$ cat config.mk
export PLATFORM = sky130hd
export DESIGN_NAME = seq_divider_flat
export DESIGN_NICKNAME = d
export VERILOG_FILES = /design/src/rtl/seq_divider_if.sv /design/src/rtl/seq_divider.sv /design/src/flat_wrapper.sv
export SDC_FILE = /design/constraint.sdc
export NUM_CORES = 1
export LEC_CHECK = 0
export CORE_MARGIN = 8
export CORE_UTILIZATION = 30
export CTS_CLUSTER_DIAMETER = 200
export DETAILED_ROUTE_END_ITERATION = 16
export PLACE_DENSITY = 0.47
export SYNTH_ARGS = -nofsm -noshare
export SYNTH_HDL_FRONTEND = slang
export SYNTH_SLANG_ARGS = --single-unit
$ cat constraint.sdc
create_clock -name clk -period 2.8 [get_ports clk]
set_input_delay 0.42 -clock clk [delete_from_list [all_inputs] [get_ports clk]]
set_output_delay 0.42 -clock clk [all_outputs]
set_load 0.1 [all_outputs]
$ cat src/rtl/seq_divider_if.sv
// seq_divider_if: operand/result handshake bundle for seq_divider.
// master drives operands and consumes results; slave is the divider side.
interface seq_divider_if #(
    parameter int WIDTH = 8
);
    logic             in_valid;
    logic             in_ready;
    logic [WIDTH-1:0] dividend;
    logic [WIDTH-1:0] divisor;
    logic             out_valid;
    logic             out_ready;
    logic [WIDTH-1:0] quotient;
    logic [WIDTH-1:0] remainder;
    logic             div_by_zero;

    // Handshake rule: a transfer happens on a rising clk edge where valid
    // and ready are both high; valid may not depend on ready, and the
    // payload must be stable while valid is high and ready is low.
    modport master (
        output in_valid, dividend, divisor, out_ready,
        input  in_ready, out_valid, quotient, remainder, div_by_zero
    );

    modport slave (
        input  in_valid, dividend, divisor, out_ready,
        output in_ready, out_valid, quotient, remainder, div_by_zero
    );
endinterface

$ cat src/rtl/seq_divider.sv
// seq_divider: iterative restoring divider, one quotient bit per clock.
// IDLE accepts operands, RUN iterates WIDTH times (or one cycle for a zero
// divisor), DONE holds the registered result until the consumer takes it.
// Optional build macro DIV_SIGNED_EN: two's-complement operands/results,
// truncating toward zero; the sign fix is applied on the final-iteration load.
module seq_divider #(
    parameter int WIDTH = 8
) (
    input  logic          clk,
    input  logic          rst_n,
    seq_divider_if.slave  div_if,
    output logic [1:0]    state_o
);
    localparam int CW = $clog2(WIDTH);

    typedef enum logic [1:0] {
        IDLE = 2'd0,
        RUN  = 2'd1,
        DONE = 2'd2
    } state_t;

    state_t           state_q, state_d;
    logic [WIDTH-1:0] dvd_q, dvd_d;       // dividend magnitude, shifted out MSB first
    logic [WIDTH-1:0] dvs_q, dvs_d;       // divisor magnitude
    logic [WIDTH-1:0] p_q, p_d;           // partial remainder; always < divisor, so its top bit is implicit 0
    logic [WIDTH-1:0] qs_q, qs_d;         // quotient shift register
    logic [CW-1:0]    cnt_q, cnt_d;
    logic             zero_q, zero_d;
    logic             neg_q_q, neg_q_d;   // negate quotient on completion
    logic             neg_r_q, neg_r_d;   // negate remainder on completion
    logic [WIDTH-1:0] quo_q, quo_d;
    logic [WIDTH-1:0] rem_q, rem_d;
    logic             dbz_q, dbz_d;

    // Operand magnitudes and signs as seen at the accept edge.
    logic [WIDTH-1:0] dvd_mag, dvs_mag;
    logic             dvd_neg, dvs_neg;
`ifdef DIV_SIGNED_EN
    assign dvd_neg = div_if.dividend[WIDTH-1];
    assign dvs_neg = div_if.divisor[WIDTH-1];
    assign dvd_mag = dvd_neg ? -div_if.dividend : div_if.dividend;
    assign dvs_mag = dvs_neg ? -div_if.divisor  : div_if.divisor;
`else
    assign dvd_neg = 1'b0;
    assign dvs_neg = 1'b0;
    assign dvd_mag = div_if.dividend;
    assign dvs_mag = div_if.divisor;
`endif

    // One restoring step: the WIDTH+1-bit shifted remainder minus the divisor.
    logic [WIDTH:0]   p_shift, trial;
    logic             q_bit;
    logic [WIDTH-1:0] p_next, qs_next, quo_fix, rem_fix, zero_rem;

    assign p_shift  = {p_q, dvd_q[WIDTH-1]};
    assign trial    = p_shift - {1'b0, dvs_q};
    assign q_bit    = ~trial[WIDTH];
    assign p_next   = q_bit ? trial[WIDTH-1:0] : p_shift[WIDTH-1:0];
    assign qs_next  = {qs_q[WIDTH-2:0], q_bit};
    assign quo_fix  = neg_q_q ? -qs_next : qs_next;
    assign rem_fix  = neg_r_q ? -p_next  : p_next;
    assign zero_rem = neg_r_q ? -dvd_q   : dvd_q;

    // Next-state and datapath: hold everything unless the state says otherwise.
    always_comb begin
        state_d = state_q;
        dvd_d   = dvd_q;
        dvs_d   = dvs_q;
        p_d     = p_q;
        qs_d    = qs_q;
        cnt_d   = cnt_q;
        zero_d  = zero_q;
        neg_q_d = neg_q_q;
        neg_r_d = neg_r_q;
        quo_d   = quo_q;
        rem_d   = rem_q;
        dbz_d   = dbz_q;
        case (state_q)
            IDLE: begin
                if (div_if.in_valid) begin
                    dvd_d   = dvd_mag;
                    dvs_d   = dvs_mag;
                    p_d     = '0;
                    qs_d    = '0;
                    cnt_d   = '0;
                    zero_d  = (div_if.divisor == '0);
                    neg_q_d = dvd_neg ^ dvs_neg;
                    neg_r_d = dvd_neg;
                    state_d = RUN;
                end
            end
            RUN: begin
                if (zero_q) begin
                    quo_d   = '1;
                    rem_d   = zero_rem;
                    dbz_d   = 1'b1;
                    state_d = DONE;
                end else begin
                    p_d   = p_next;
                    qs_d  = qs_next;
                    dvd_d = {dvd_q[WIDTH-2:0], 1'b0};
                    cnt_d = cnt_q + 1'b1;
                    if (cnt_q == CW'(WIDTH - 1)) begin
                        quo_d   = quo_fix;
                        rem_d   = rem_fix;
                        dbz_d   = 1'b0;
                        state_d = DONE;
                    end
                end
            end
            DONE: begin
                if (div_if.out_ready) begin
                    state_d = IDLE;
                end
            end
            default: state_d = IDLE;
        endcase
    end

    // State and datapath registers; reset aborts any division in flight.
    always_ff @(posedge clk or negedge rst_n) begin
        if (!rst_n) begin
            state_q <= IDLE;
            dvd_q   <= '0;
            dvs_q   <= '0;
            p_q     <= '0;
            qs_q    <= '0;
            cnt_q   <= '0;
            zero_q  <= 1'b0;
            neg_q_q <= 1'b0;
            neg_r_q <= 1'b0;
            quo_q   <= '0;
            rem_q   <= '0;
            dbz_q   <= 1'b0;
        end else begin
            state_q <= state_d;
            dvd_q   <= dvd_d;
            dvs_q   <= dvs_d;
            p_q     <= p_d;
            qs_q    <= qs_d;
            cnt_q   <= cnt_d;
            zero_q  <= zero_d;
            neg_q_q <= neg_q_d;
            neg_r_q <= neg_r_d;
            quo_q   <= quo_d;
            rem_q   <= rem_d;
            dbz_q   <= dbz_d;
        end
    end

    assign div_if.in_ready    = (state_q == IDLE);
    assign div_if.out_valid   = (state_q == DONE);
    assign div_if.quotient    = quo_q;
    assign div_if.remainder   = rem_q;
    assign div_if.div_by_zero = dbz_q;
    assign state_o            = state_q;
endmodule

$ cat src/flat_wrapper.sv
// flat-port wrapper written by rule: the top's interface ports become plain ports
module seq_divider_flat 
#(
    parameter int WIDTH = 8
)
  (clk, rst_n, state_o, div_if_in_valid, div_if_dividend, div_if_divisor, div_if_out_ready, div_if_in_ready, div_if_out_valid, div_if_quotient, div_if_remainder, div_if_div_by_zero);
  seq_divider_if #(.WIDTH(WIDTH)) div_if_i ();
  input  logic clk;
  input  logic rst_n;
  output logic [1:0] state_o;
  input wire logic [$bits(div_if_i.in_valid)-1:0] div_if_in_valid;
  input wire logic [$bits(div_if_i.dividend)-1:0] div_if_dividend;
  input wire logic [$bits(div_if_i.divisor)-1:0] div_if_divisor;
  input wire logic [$bits(div_if_i.out_ready)-1:0] div_if_out_ready;
  output wire logic [$bits(div_if_i.in_ready)-1:0] div_if_in_ready;
  output wire logic [$bits(div_if_i.out_valid)-1:0] div_if_out_valid;
  output wire logic [$bits(div_if_i.quotient)-1:0] div_if_quotient;
  output wire logic [$bits(div_if_i.remainder)-1:0] div_if_remainder;
  output wire logic [$bits(div_if_i.div_by_zero)-1:0] div_if_div_by_zero;
  assign div_if_i.in_valid = div_if_in_valid;
  assign div_if_i.dividend = div_if_dividend;
  assign div_if_i.divisor = div_if_divisor;
  assign div_if_i.out_ready = div_if_out_ready;
  assign div_if_in_ready = div_if_i.in_ready;
  assign div_if_out_valid = div_if_i.out_valid;
  assign div_if_quotient = div_if_i.quotient;
  assign div_if_remainder = div_if_i.remainder;
  assign div_if_div_by_zero = div_if_i.div_by_zero;
  seq_divider #(.WIDTH(WIDTH)) u_core (.clk(clk), .rst_n(rst_n), .div_if(div_if_i), .state_o(state_o));
endmodule
* After elaboration in Yosys (flattened, before gate mapping)
Index checks and enable logic that the tools add are counted.
** Storage, ports and cells
- Bits in registers :: 54
- Input port bits :: 20
- Output and inout port bits :: 21
- Word-level logic and storage cells :: 51
** Operators by class
- Add/sub/neg operators :: 2
- Equal/unequal tests :: 7
- Multiplexer cells :: 23
- Bitwise gates (word level) :: 1
- Reduce and logical (&&, ||, !) cells :: 8
** Operators with widths (count)
- $mux 8 :: 9
- $pmux 8 s2 :: 2
- $pmux 7 s2 :: 1
- $sub 9x8->9 :: 1
- $logic_not 8->1 :: 1
- $mux 2 :: 4
- $mux 7 :: 1
- $mux 3 :: 2
- $ne 2x2->1 const B :: 3
- $pmux 2 s3 :: 1
- $pmux 3 s2 :: 1
- $reduce_and 3->1 :: 2
- $reduce_and 2->1 :: 2
- $reduce_bool 2->1 :: 2
- $add 3x1->3 const B :: 1
- $eq 3x3->1 const B :: 1
- $ne 3x1->1 const B :: 1
- $eq 2x1->1 const B :: 1
- $eq 2x2->1 const B :: 1
- $logic_not 2->1 :: 1
- $mux 1 :: 2
- $not 1->1 :: 1

* Longest topological paths before layout
Gate-level depths: netlist of run 1.
- Depth in word-level cells :: 4
- Mapped depth :: 10
- Mapped depth without buffers :: 9

* Least setup slack after synthesis of run 1
OpenSTA, ideal clock, no wires.
- Kind :: register -> register
- From :: register u_core.state_q[1], in the netlist u_core.state_o[1]
- To :: register u_core.cnt_q[1]
- Setup time :: 0.121 ns
- Arrival :: 3.061 ns
- Data required time :: 2.679 ns
- Path slack :: -0.382 ns
- Cell stages (with the launch flop) :: 5
- Buffers on the path :: 1
- Clock period less this slack :: 3.182 ns
- Cell sequence :: dfrtp_1 -> nor2_1 -> a21oi_1 -> buf_2 -> a22o_1
** Between the ends
- Cells in the longest elaborated chain, start to end :: 3
- Elaborated cells on any way between the ends :: 7
- Those cells by class :: 3 x eq/ne; 1 x mux; 3 x reduce/logical
** Ends and longest elaborated chain
- from (decl) :: line seq_divider.sv:22 : state_t state_q, state_d;
- from (signal assigned) :: line seq_divider.sv:136 : state_q <= state_d;
- $logic_not 2->1 (*)
- via div_if_in_ready :: line flat_wrapper.sv:15 : output wire logic [$bits(div_if_i.in_ready)-1:0] div_if_in_ready;
- $ne 2x2->1 (no line) / $reduce_bool 2->1 (equally long branches)
- $reduce_and 3->1 (no line)
- to (signal assigned) :: line seq_divider.sv:141 : cnt_q <= cnt_d;
- to (decl) :: line seq_divider.sv:27 : logic [CW-1:0] cnt_q, cnt_d;
The timed path passes the listed nets; every way through them passes the cells marked *.
A chain may end at the register's enable or synchronous reset.

* Worst setup path after layout of run 1
- From :: register u_core.dvd_q[7]
- To :: register u_core.p_q[4]
** Between the ends
- Cells in the longest elaborated chain, start to end :: 4
** Ends and longest elaborated chain
- from (decl) :: line seq_divider.sv:23 : logic [WIDTH-1:0] dvd_q, dvd_d;
- from (signal assigned) :: line seq_divider.sv:137 : dvd_q <= dvd_d;
- $sub 9x8->9 :: line seq_divider.sv:56 : assign trial = p_shift - {1'b0, dvs_q};
- $mux 8 :: line seq_divider.sv:58 : assign p_next = q_bit ? trial[WIDTH-1:0] : p_shift[WIDTH-1:0];
- $mux 8 :: line seq_divider.sv:93 : if (zero_q) begin
- $pmux 8 s2 :: line seq_divider.sv:78 : case (state_q)
- to (signal assigned) :: line seq_divider.sv:139 : p_q <= p_d;
- to (decl) :: line seq_divider.sv:25 : logic [WIDTH-1:0] p_q, p_d;
No other way between the ends. The select of a mux whose other input is x is not followed.

==> summary.txt, run 1 <==
Clocking
  – Post-CTS resize count: 0
  – Clock slew seen by the registers of the worst setup and hold paths: 0.10 ns
  – CTS Hold Buffers Added: 0
  – Setup fix buffers added after clock tree synthesis: 0
  – Maximum level of the CTS H-tree: 2
  – Clock Sink Count: 54
  – Clk_lat worst skew: 0.31 ns
  – Clock buffers created by TritonCTS: 5
  – Clock Tree Buf Depth: 2
  – Cell at the root of the clock tree: sky130_fd_sc_hd__clkbuf_8
  – TritonCTS clock tree: yes

Cells and area
  – Nets: 334
  – Antenna fix cells: 0
  – Syn-to-layout area delta: 21.6%
  – Share of final-layout standard cells stronger than drive strength 1: 0.188

Global route
  – Via count of the first global-routing pass: 2142
  – Pin count of the biggest net entering global routing: 55
  – All-Layer GR Usage: 0.110
  – Number of antenna violations at the first check in global routing: 0
  – Overflow left after global routing: 0
  – Wire length of the first global-routing pass: 11400 um

Synthesis
  – Proportion of synthesized flip-flops having asynchronous set or reset: 1.00
  – Fraction of synthesized area in multiplexers: 0.0866
  – Number of nets produced by synthesis: 293
  – Most frequently used cell type in the post-synthesis netlist: sky130_fd_sc_hd__dfrtp_1
  – Portion of the post-synthesis area used by sequential elements: 0.497
  – Biggest area consumer among synthesized cells: sky130_fd_sc_hd__dfrtp_1
  – Top cells by instance count after synthesis: sky130_fd_sc_hd__dfrtp_1 (54), sky130_fd_sc_hd__o21ai_0 (38), sky130_fd_sc_hd__nand2_1 (33), sky130_fd_sc_hd__inv_1 (14), sky130_fd_sc_hd__mux2i_1 (13)
  – Cells after synthesis: 262
  – Cell area after synthesis: 0.00272 mm^2
  – EDFF count, synth: 0
  – Synthesis-stage register bit count: 54
  – XOR/XNOR Fraction of Synth Area: 0.0161
  – Main flop type after synthesis: sky130_fd_sc_hd__dfrtp_1
  – Combinational family with the most area after synthesis: compound AO/OA/AOI/OAI gates
  – Adder-cell share of the synthesized area: 0.0534
  – Top-area cell type share of the netlist area: 0.497
  – Compound-cell area share of the yosys netlist: 0.204
  – Distinct cells, synth: 49
  – Biggest area contributors in the synthesized netlist: sky130_fd_sc_hd__dfrtp_1 (50%), sky130_fd_sc_hd__o21ai_0 (7.0%), sky130_fd_sc_hd__mux2i_1 (4.8%), sky130_fd_sc_hd__ha_1 (4.6%), sky130_fd_sc_hd__nand2_1 (4.6%)
  – Post-synthesis average cell area: 10.4 um^2
  – Simple-gate share of the synthesized area: 0.0981
  – Warning count from the yosys run: 0

STA
  – Clock tree skew after final layout: 0.00716 ns
  – Actual transition at the worst max-transition pin: 0.471 ns
  – Final-report max-slew violation count: 0
  – Final hold viol count: 0
  – Relative slew margins: 0.686
  – Peak clock frequency supported by timing: 400 MHz
  – RSZ-0062 raised after global routing: no
  – Final worst-path cycle share: 0.893
  – Final setup vio count: 0
  – Crit path time final: 2.50 ns
  – Final total negative setup slack: 0 ns

Floorplan
  – Rows: 34
  – Floorplan die width: 111 um
  – Core Footprint: 0.00876 mm^2
  – Top-level I/O count: 41
  – Floorplan die area: 0.0124 mm^2
  – Starting Density: 0.310
  – Y dimension of the die: 111 um

Placed design
  – DP HPWL: 4950 um
  – Final weighted congestion in routability-driven placement: 0.798
  – Buffers on Ports: 40

Detailed routing
  – Routed length on met1: 3540 um
  – Routed vias/inst: 4.88
  – Number of routed nets with antenna violations: 0
  – Uppermost layer routed: met3
  – Detailed-route wire length per cell: 16.2 um
  – Met3 Routed Length: 282 um
  – Pre-Repair DR Iteration Count: 4
  – First DRT Iteration DRCs: 85
  – Overall routed net length: 6690 um
  – DRC violations left: 0
  – Met2 wire len: 2860 um
  – Vias after detailed routing: 2010

Worst hold path
  – Worst min-delay path category: input port to asynchronous set/reset pin

Setup path
  – Cell-by-cell listing of the critical path: inv_1 > ha_1 > inv_1 > fa_1 > a211oi_2 > o211a_1 > o211a_1 > buf_4 > mux2i_1 > o21ai_0
  – Crit-path max cell delay: 0.40 ns
  – RR Startpoint: u_core.dvd_q[7]
  – CP max stage cell: sky130_fd_sc_hd__fa_1
  – WP data required: 2.98 ns
  – Reg-to-Reg End: u_core.p_q[4]
  – Minimum setup slack among reg-to-reg paths: 0.30 ns
  – FF-to-FF path depth: 10
  – Data arrival time of the critical path: 2.68 ns
  – Max Fanout on Critical Path: 6
  – CP endpoint kind: flip-flop
  – Startpoint kind of the worst setup timing path: flip-flop
  – CP Class: flip-flop to flip-flop

Run
  – Max-cap check violation count: 0

Status
  – Status: complete, no violations
worst max-delay path by stage:
stage | startpoint | to | cells past startpoint
2_1_floorplan | u_core.state_o[1] | u_core.dvs_q[1] | 4
3_3_place_gp | u_core.dvd_q[7] | u_core.p_q[2] | 10
3_5_place_dp | u_core.dvd_q[7] | u_core.p_q[2] | 10
4_1_cts | u_core.dvd_q[7] | u_core.p_q[4] | 10
5_1_grt | u_core.dvd_q[7] | u_core.p_q[4] | 10
6_report | u_core.dvd_q[7] | u_core.p_q[4] | 10
per-layer routing:
| metal | global-route usage | vias to the layer above |
|---|---|---|
| li1 | - | 1017 |
| met1 | 0.153 | 957 |
| met2 | 0.165 | 36 |
| met3 | 0.0281 | 0 |
| met4 | 0.0240 | 0 |
| met5 | 0 | - |
metrics by stage:
stage	utilization	setup WS, ns	cells	instance area [um^2]	hold slack [ns]
3_3_place_gp	0.366	0.371	404	3200	0.447
5_1_grt	0.377	0.0349	412	3300	0.0936
3_5_place_dp	0.366	0.301	404	3200	0.444
6_report	0.377	0.301	412	3300	0.0852
4_1_cts	0.377	0.277	412	3300	0.106
2_1_floorplan	-	0.195	262	2720	0.124
layout by cell type (no fill, tap or decap), drive strengths merged, types with 2 or more instances in the layout:
cell / instances
nor2b: 2
a22o: 8
mux2i: 13
o211a: 2
nand3b: 2
a21o: 2
nand2b: 5
ha: 10
a211oi: 2
o21ai: 40
a2111o: 2
or3: 2
nor2: 8
nand2: 33
clkbuf: 6
nor4: 2
buf: 30
mux2: 9
xor2: 4
a22oi: 5
a21oi: 11
clkdlybuf4s50: 18
o211ai: 3
and2: 2
inv: 15
dfrtp: 54
sequential cells by signal, indices dropped and copies added (netlist names):
signal                     flops
u_core.div_if.div_by_zero      1
u_core.zero_q                  1
u_core.dvs_q                   8
u_core.div_if.quotient         8
u_core.div_if.remainder        8
u_core.dvd_q                   8
u_core.state_o                 2
u_core.qs_q                    7
u_core.cnt_q                   3
u_core.p_q                     8
cell type report:
type                            instances  area [um^2]
Tap cell                              108          135
Fill cell                             887         5460
Inverter                               14         52.6
Sequential cell                        54         1350
Clock buffer                            6         82.6
Clock inverter                          2         16.3
Multi-Input combinational cell        180         1250
Timing Repair Buffer                   48          415
kinds of logic after synthesis:
logic type / Yosys count
compound gates: 84
simple gates: 58
flops: 54
buf+inv: 28
mux: 22
fa+ha+maj: 11
xor+xnor: 5
worst max-delay path: cells and delay by family, from the launching register on:
kind	cells	cell delay [ns]
AO/OA/AOI/OAI	4	0.86
adder cells (fa/ha/maj)	2	0.56
flip-flops	1	0.39
buffers and inverters	3	0.33
multiplexers	1	0.24
Power of run 1 is not shown: default switching activity piles up to over one toggle a cycle in this logic, so the estimate is an artifact.
==> run 2, diff against run 1 <==
--- a/config.mk
+++ b/config.mk
@@ -5,7 +5,7 @@
 export SDC_FILE = /design/constraint.sdc
 export NUM_CORES = 1
 export LEC_CHECK = 0
-export CORE_MARGIN = 8
+export CORE_MARGIN = 3
 export CORE_UTILIZATION = 30
 export CTS_CLUSTER_DIAMETER = 200
 export DETAILED_ROUTE_END_ITERATION = 16
==> summary.txt, run 2 (synthesis gave the netlist of run 1 again) <==
STA
  – Final worst-path cycle share: 0.885 (-0.00715)
  – Final setup vio count: 0 (unchanged)
  – Relative slew margins: 0.540 (-0.146)
  – Clock tree skew after final layout: 0.0111 ns (+0.00393 ns)
  – Final total negative setup slack: 0 ns (unchanged)
  – PnR worst setup slack: 0.321 ns (+0.0200 ns)
  – Final hold viol count: 0 (unchanged)
  – Peak clock frequency supported by timing: 403 MHz (+0.81%)
  – Final-report max-slew violation count: 0 (unchanged)
  – Crit path time final: 2.48 ns (-0.0200 ns)
  – RSZ-0062 raised after global routing: no
  – Actual transition at the worst max-transition pin: 0.690 ns (+0.219 ns)

Setup path
  – Data arrival time of the critical path: 2.67 ns (about the same)
  – Max Fanout on Critical Path: 4 (-2)
  – CP endpoint kind: flip-flop
  – Startpoint kind of the worst setup timing path: flip-flop
  – CP Class: flip-flop to flip-flop
  – WP data required: 2.99 ns (about the same)

Floorplan
  – Floorplan die width: 101 um (-9.0%)
  – Y dimension of the die: 101 um (-9.0%)
  – Starting Density: 0.310 (unchanged)
  – Top-level I/O count: 41 (unchanged)
  – Floorplan die area: 0.0102 mm^2 (-17%)
  – Core Footprint: 0.00876 mm^2 (unchanged)
  – Rows: 34 (unchanged)

Clocking
  – CTS Hold Buffers Added: 0 (unchanged)
  – Maximum level of the CTS H-tree: 2 (unchanged)
  – Clock buffers created by TritonCTS: 5 (unchanged)
  – Setup fix buffers added after clock tree synthesis: 0 (unchanged)
  – TritonCTS clock tree: yes
  – Cell at the root of the clock tree: sky130_fd_sc_hd__clkbuf_8
  – Clock Tree Buf Depth: 2 (unchanged)
  – Post-CTS resize count: 0 (unchanged)
  – Clk_lat worst skew: 0.32 ns (about the same)
  – Clock slew seen by the registers of the worst setup and hold paths: 0.11 ns (about the same)
  – Clock Sink Count: 54 (unchanged)

Global route
  – Met3 global-route usage: 0.0220 (-0.00610)
  – Number of antenna violations at the first check in global routing: 0 (unchanged)
  – Pin count of the biggest net entering global routing: 24 (-56%)
  – All-Layer GR Usage: 0.133 (+0.0237)
  – Wire length of the first global-routing pass: 10700 um (-5.5%)
  – Via count of the first global-routing pass: 2021 (-5.6%)
  – Met1 usage: 0.206 (+0.0526)
  – Met2 demand-to-capacity share in global routing: 0.191 (+0.0253)
  – Overflow left after global routing: 0 (unchanged)
  – Peak-usage layer in the global routing report: met1

Cells and area
  – Syn-to-layout area delta: 22.2%
  – Share of final-layout standard cells stronger than drive strength 1: 0.193 (+0.00531)
  – Most common cell after layout, fill and taps aside: sky130_fd_sc_hd__dfrtp_1
  – Top library cells by usage in the layout, fill and taps aside: sky130_fd_sc_hd__dfrtp_1 (54), sky130_fd_sc_hd__o21ai_0 (38), sky130_fd_sc_hd__nand2_1 (33), sky130_fd_sc_hd__buf_4 (31), sky130_fd_sc_hd__clkdlybuf4s50_1 (18)
  – Final standard cell utilization of the core: 0.379 (+0.00186)
  – Antenna fix cells: 0 (unchanged)
  – Nets: 336 (+0.60%)
  – Fill cell count: 892 (+0.56%)

Placed design
  – DP HPWL: 4960 um (+0.30%)
  – Pre-CTS worst setup slack: 0.338 ns (+0.0369 ns)
  – Buffers on Ports: 40 (unchanged)
  – Final weighted congestion in routability-driven placement: 0.794 (-0.50%)

Detailed routing
  – Detailed-route wire length per cell: 15.8 um (-2.9%)
  – Routed vias/inst: 4.95 (+1.5%)
  – First DRT Iteration DRCs: 69 (-19%)
  – Vias after detailed routing: 2050 (+2.0%)
  – Number of routed nets with antenna violations: 0 (unchanged)
  – DRC violations left: 0 (unchanged)
  – Pre-Repair DR Iteration Count: 4 (unchanged)
  – Overall routed net length: 6520 um (-2.5%)

Worst hold path
  – Worst min-delay path category: input port to asynchronous set/reset pin

Status
  – Status: complete, no violations

Run
  – Max-cap check violation count: 0 (unchanged)
run 2: cell count changes in the layout (fill, tap and decap cells not counted), sizes merged:
cell	delta
buf	+2
bufinv	+1
clkbuf	-1
clkinv	+1
clkinvlp	-1
run 2: layout make-up:
class,instances,area (um^2),area share
Tap cell,108,135,0.0407
Clock buffer,5,68.8,0.0207
Sequential cell,54,1350,0.407
Clock inverter,3,43.8,0.0132
Inverter,14,52.6,0.0158
Timing Repair Buffer,50,418,0.126
Multi-Input combinational cell,180,1250,0.377
run 2: layer usage:
metal | vias to the layer above | part of all wire
met5 | - | 0
met4 | 0 | 0.012
met3 | 5 | 0.039
met2 | 34 | 0.42
met1 | 995 | 0.52
li1 | 1016 | -
run 2: final timing paths:
kind,cells past startpoint,startpoint,slack (ns),to
min reg2reg,2,u_core.div_if.quotient[3],0.48,u_core.div_if.quotient[3]
max in group asynchronous,2,rst_n,2.04,u_core.p_q[2]
max,10,u_core.dvd_q[7],0.32,u_core.p_q[4]
min,1,rst_n,0.07,u_core.div_if.div_by_zero
min in group clk,2,u_core.div_if.quotient[3],0.48,u_core.div_if.quotient[3]
max reg2reg,10,u_core.dvd_q[7],0.32,u_core.p_q[4]
run 2: per-stage QoR:
stage / std cells / cell area (um^2) / hold slack (ns)
floorplan: 262 / 2720 / 0.124
global placement: 406 / 3210 / 0.444
detailed placement: 406 / 3210 / 0.449
CTS: 414 / 3320 / 0.0965
global route: 414 / 3320 / 0.109
finish: 414 / 3320 / 0.0728
run 2: worst max-delay path: stages (launching register included):
cell,delay [ns]
sky130_fd_sc_hd__dfrtp_1,0.39
sky130_fd_sc_hd__inv_1,0.10
sky130_fd_sc_hd__ha_1,0.16
sky130_fd_sc_hd__inv_1,0.05
sky130_fd_sc_hd__fa_1,0.40
sky130_fd_sc_hd__a211oi_2,0.30
sky130_fd_sc_hd__o211a_1,0.23
sky130_fd_sc_hd__o211a_1,0.18
sky130_fd_sc_hd__buf_4,0.15
sky130_fd_sc_hd__mux2i_1,0.28
sky130_fd_sc_hd__o21ai_0,0.11
Power of run 2 is left out for the same reason.
==> run 3, diff against run 2 <==
==> constraint.sdc (replaced) <==
create_clock -name clk -period 2.4 [get_ports clk]
set_input_delay 0.36 -clock clk [delete_from_list [all_inputs] [get_ports clk]]
set_output_delay 0.36 -clock clk [all_outputs]
set_load 0.1 [all_outputs]
==> summary.txt, run 3 (synthesis gave the netlist of run 1 again) <==
Global route
  – Met3 global-route usage: 0.0241 (+0.00207)
  – Peak-usage layer in the global routing report: met2
  – All-Layer GR Usage: 0.137 (+0.00323)
  – Met1 usage: 0.204 (-0.00147)
  – Via count of the first global-routing pass: 2129 (+5.3%)
  – Overflow left after global routing: 0 (unchanged)
  – Number of antenna violations at the first check in global routing: 0 (unchanged)
  – Wire length of the first global-routing pass: 11100 um (+3.1%)
  – Pin count of the biggest net entering global routing: 33 (+38%)
  – Met2 demand-to-capacity share in global routing: 0.207 (+0.0161)

STA
  – Final hold viol count: 0 (unchanged)
  – Crit path time final: 2.27 ns (-0.208 ns)
  – Final worst-path cycle share: 0.946 (+0.0608)
  – Actual transition at the worst max-transition pin: 0.480 ns (-0.210 ns)
  – Clock tree skew after final layout: 0.0157 ns (+0.00459 ns)
  – Final-report max-slew violation count: 0 (unchanged)
  – Relative slew margins: 0.680 (+0.140)
  – Peak clock frequency supported by timing: 440 MHz (+9.2%)
  – Final setup vio count: 0 (unchanged)
  – Tightest hold margin: 0.474 ns (+0.402 ns)

Setup path
  – Max Fanout on Critical Path: 6 (+2)
  – Minimum setup slack among reg-to-reg paths: 0.13 ns (-0.19 ns)
  – CP endpoint kind: flip-flop
  – Data arrival time of the critical path: 2.48 ns (-0.19 ns)
  – WP data required: 2.61 ns (-0.38 ns)
  – CP Class: flip-flop to flip-flop
  – Startpoint kind of the worst setup timing path: flip-flop

Cells and area
  – Share of final-layout standard cells stronger than drive strength 1: 0.235 (+0.0421)
  – Number of standard cells in the layout, taps in and fillers out: 423 (+2.2%)
  – Most common cell after layout, fill and taps aside: sky130_fd_sc_hd__dfrtp_1
  – Syn-to-layout area delta: 27.3%
  – Top library cells by usage in the layout, fill and taps aside: sky130_fd_sc_hd__dfrtp_1 (54), sky130_fd_sc_hd__buf_4 (37), sky130_fd_sc_hd__o21ai_0 (34), sky130_fd_sc_hd__nand2_1 (33), sky130_fd_sc_hd__clkdlybuf4s50_1 (18)
  – Nets: 345 (+2.7%)
  – Antenna fix cells: 0 (unchanged)

Detailed routing
  – Detailed-route wire length per cell: 15.8 um (+0.54%)
  – Number of routed nets with antenna violations: 0 (unchanged)
  – Pre-Repair DR Iteration Count: 4 (unchanged)
  – Vias after detailed routing: 2102 (+2.5%)
  – Overall routed net length: 6700 um (+2.7%)
  – Routed vias/inst: 4.97 (+0.35%)
  – First DRT Iteration DRCs: 61 (-12%)
  – DRC violations left: 0 (unchanged)

Floorplan
  – Floorplan die width: 101 um (unchanged)
  – Starting Density: 0.310 (unchanged)
  – Y dimension of the die: 101 um (unchanged)
  – Rows: 34 (unchanged)
  – Top-level I/O count: 41 (unchanged)
  – Floorplan die area: 0.0102 mm^2 (unchanged)
  – Core Footprint: 0.00876 mm^2 (unchanged)

Placed design
  – Buffers on Ports: 40 (unchanged)
  – DP HPWL: 5020 um (+1.1%)
  – Final weighted congestion in routability-driven placement: 0.749 (-5.8%)
  – Cell total after placement: 410 (+0.99%)

Clocking
  – Clock buffers created by TritonCTS: 5 (unchanged)
  – Clk_lat worst skew: 0.31 ns (about the same)
  – TritonCTS clock tree: yes
  – Clock Sink Count: 54 (unchanged)
  – Clock Tree Buf Depth: 2 (unchanged)
  – Maximum level of the CTS H-tree: 2 (unchanged)
  – Cell at the root of the clock tree: sky130_fd_sc_hd__clkbuf_8
  – Clock slew seen by the registers of the worst setup and hold paths: 0.11 ns (about the same)

Status
  – Status: complete, no violations

Run
  – Max-cap check violation count: 0 (unchanged)

Worst hold path
  – Worst min-delay path category: input port to asynchronous set/reset pin
run 3: per-layer routing:
| metal | vias up | part of all wire | wire length, um |
|---|---|---|---|
| met2 | 47 | 0.43 | 2890 |
| met3 | 4 | 0.046 | 309 |
| met5 | - | 0 | 0 |
| met1 | 1006 | 0.51 | 3440 |
| li1 | 1045 | - | - |
| met4 | 0 | 0.0082 | 55 |
run 3: metrics by stage:
stage / setup slack, ns / setup TNS [ns] / area (um^2) / util
final: 0.129 / 0 / 3460 / 0.395
after global routing: -0.00463 / -0.00463 / 3460 / 0.395
after CTS: 0.0119 / 0 / 3400 / 0.388
after detailed placement: -0.0433 / -0.124 / 3250 / 0.371
after global placement: 0.0618 / 0 / 3250 / 0.371
after floorplan: 0.110 / 0 / 2720 / -
run 3: cell type report:
class	count	area, um^2
clock buffers	6	82.6
clock inverters	2	38.8
fillers	886	5310
inverters	14	52.6
multi-input cells	180	1290
flip-flops and latches	54	1350
well taps	108	135
repair buffers	59	504
run 3: worst max-delay path, cell delays in order, from the launching register on:
cell and delay, ns:
sky130_fd_sc_hd__dfrtp_1 0.40, sky130_fd_sc_hd__inv_2 0.07, sky130_fd_sc_hd__ha_1 0.14, sky130_fd_sc_hd__inv_1 0.05, sky130_fd_sc_hd__fa_2 0.36, sky130_fd_sc_hd__a211oi_2 0.22, sky130_fd_sc_hd__buf_4 0.15, sky130_fd_sc_hd__o211ai_1 0.11
sky130_fd_sc_hd__o211a_1 0.19, sky130_fd_sc_hd__buf_6 0.17, sky130_fd_sc_hd__buf_4 0.14, sky130_fd_sc_hd__o22a_2 0.19
run 3: path summary, 6_finish.rpt:
path                                      startpoint                         to  cells after the start
max                                  u_core.dvd_q[7]  u_core.div_if.quotient[0]                     11
min in group clk           u_core.div_if.quotient[7]  u_core.div_if.quotient[7]                      2
min                                            rst_n            u_core.dvd_q[5]                      2
max reg2reg                          u_core.dvd_q[7]  u_core.div_if.quotient[0]                     11
min reg2reg                u_core.div_if.quotient[7]  u_core.div_if.quotient[7]                      2
max in group asynchronous                      rst_n            u_core.dvs_q[1]                      3
run 3: repair_timing:
| item | CTS | global route |
|---|---|---|
| pin swaps | 2 | 3 |
| gates cloned | 0 | 0 |
| hold endpoints to repair | 13 | 0 |
| resized for setup | 2 | 12 |
| endpoints found under the setup margin | 6 | 17 |
| buffers inserted | 1 | 3 |
| hold buffers | 1 | 0 |
Power of run 3 is left out for the same reason.
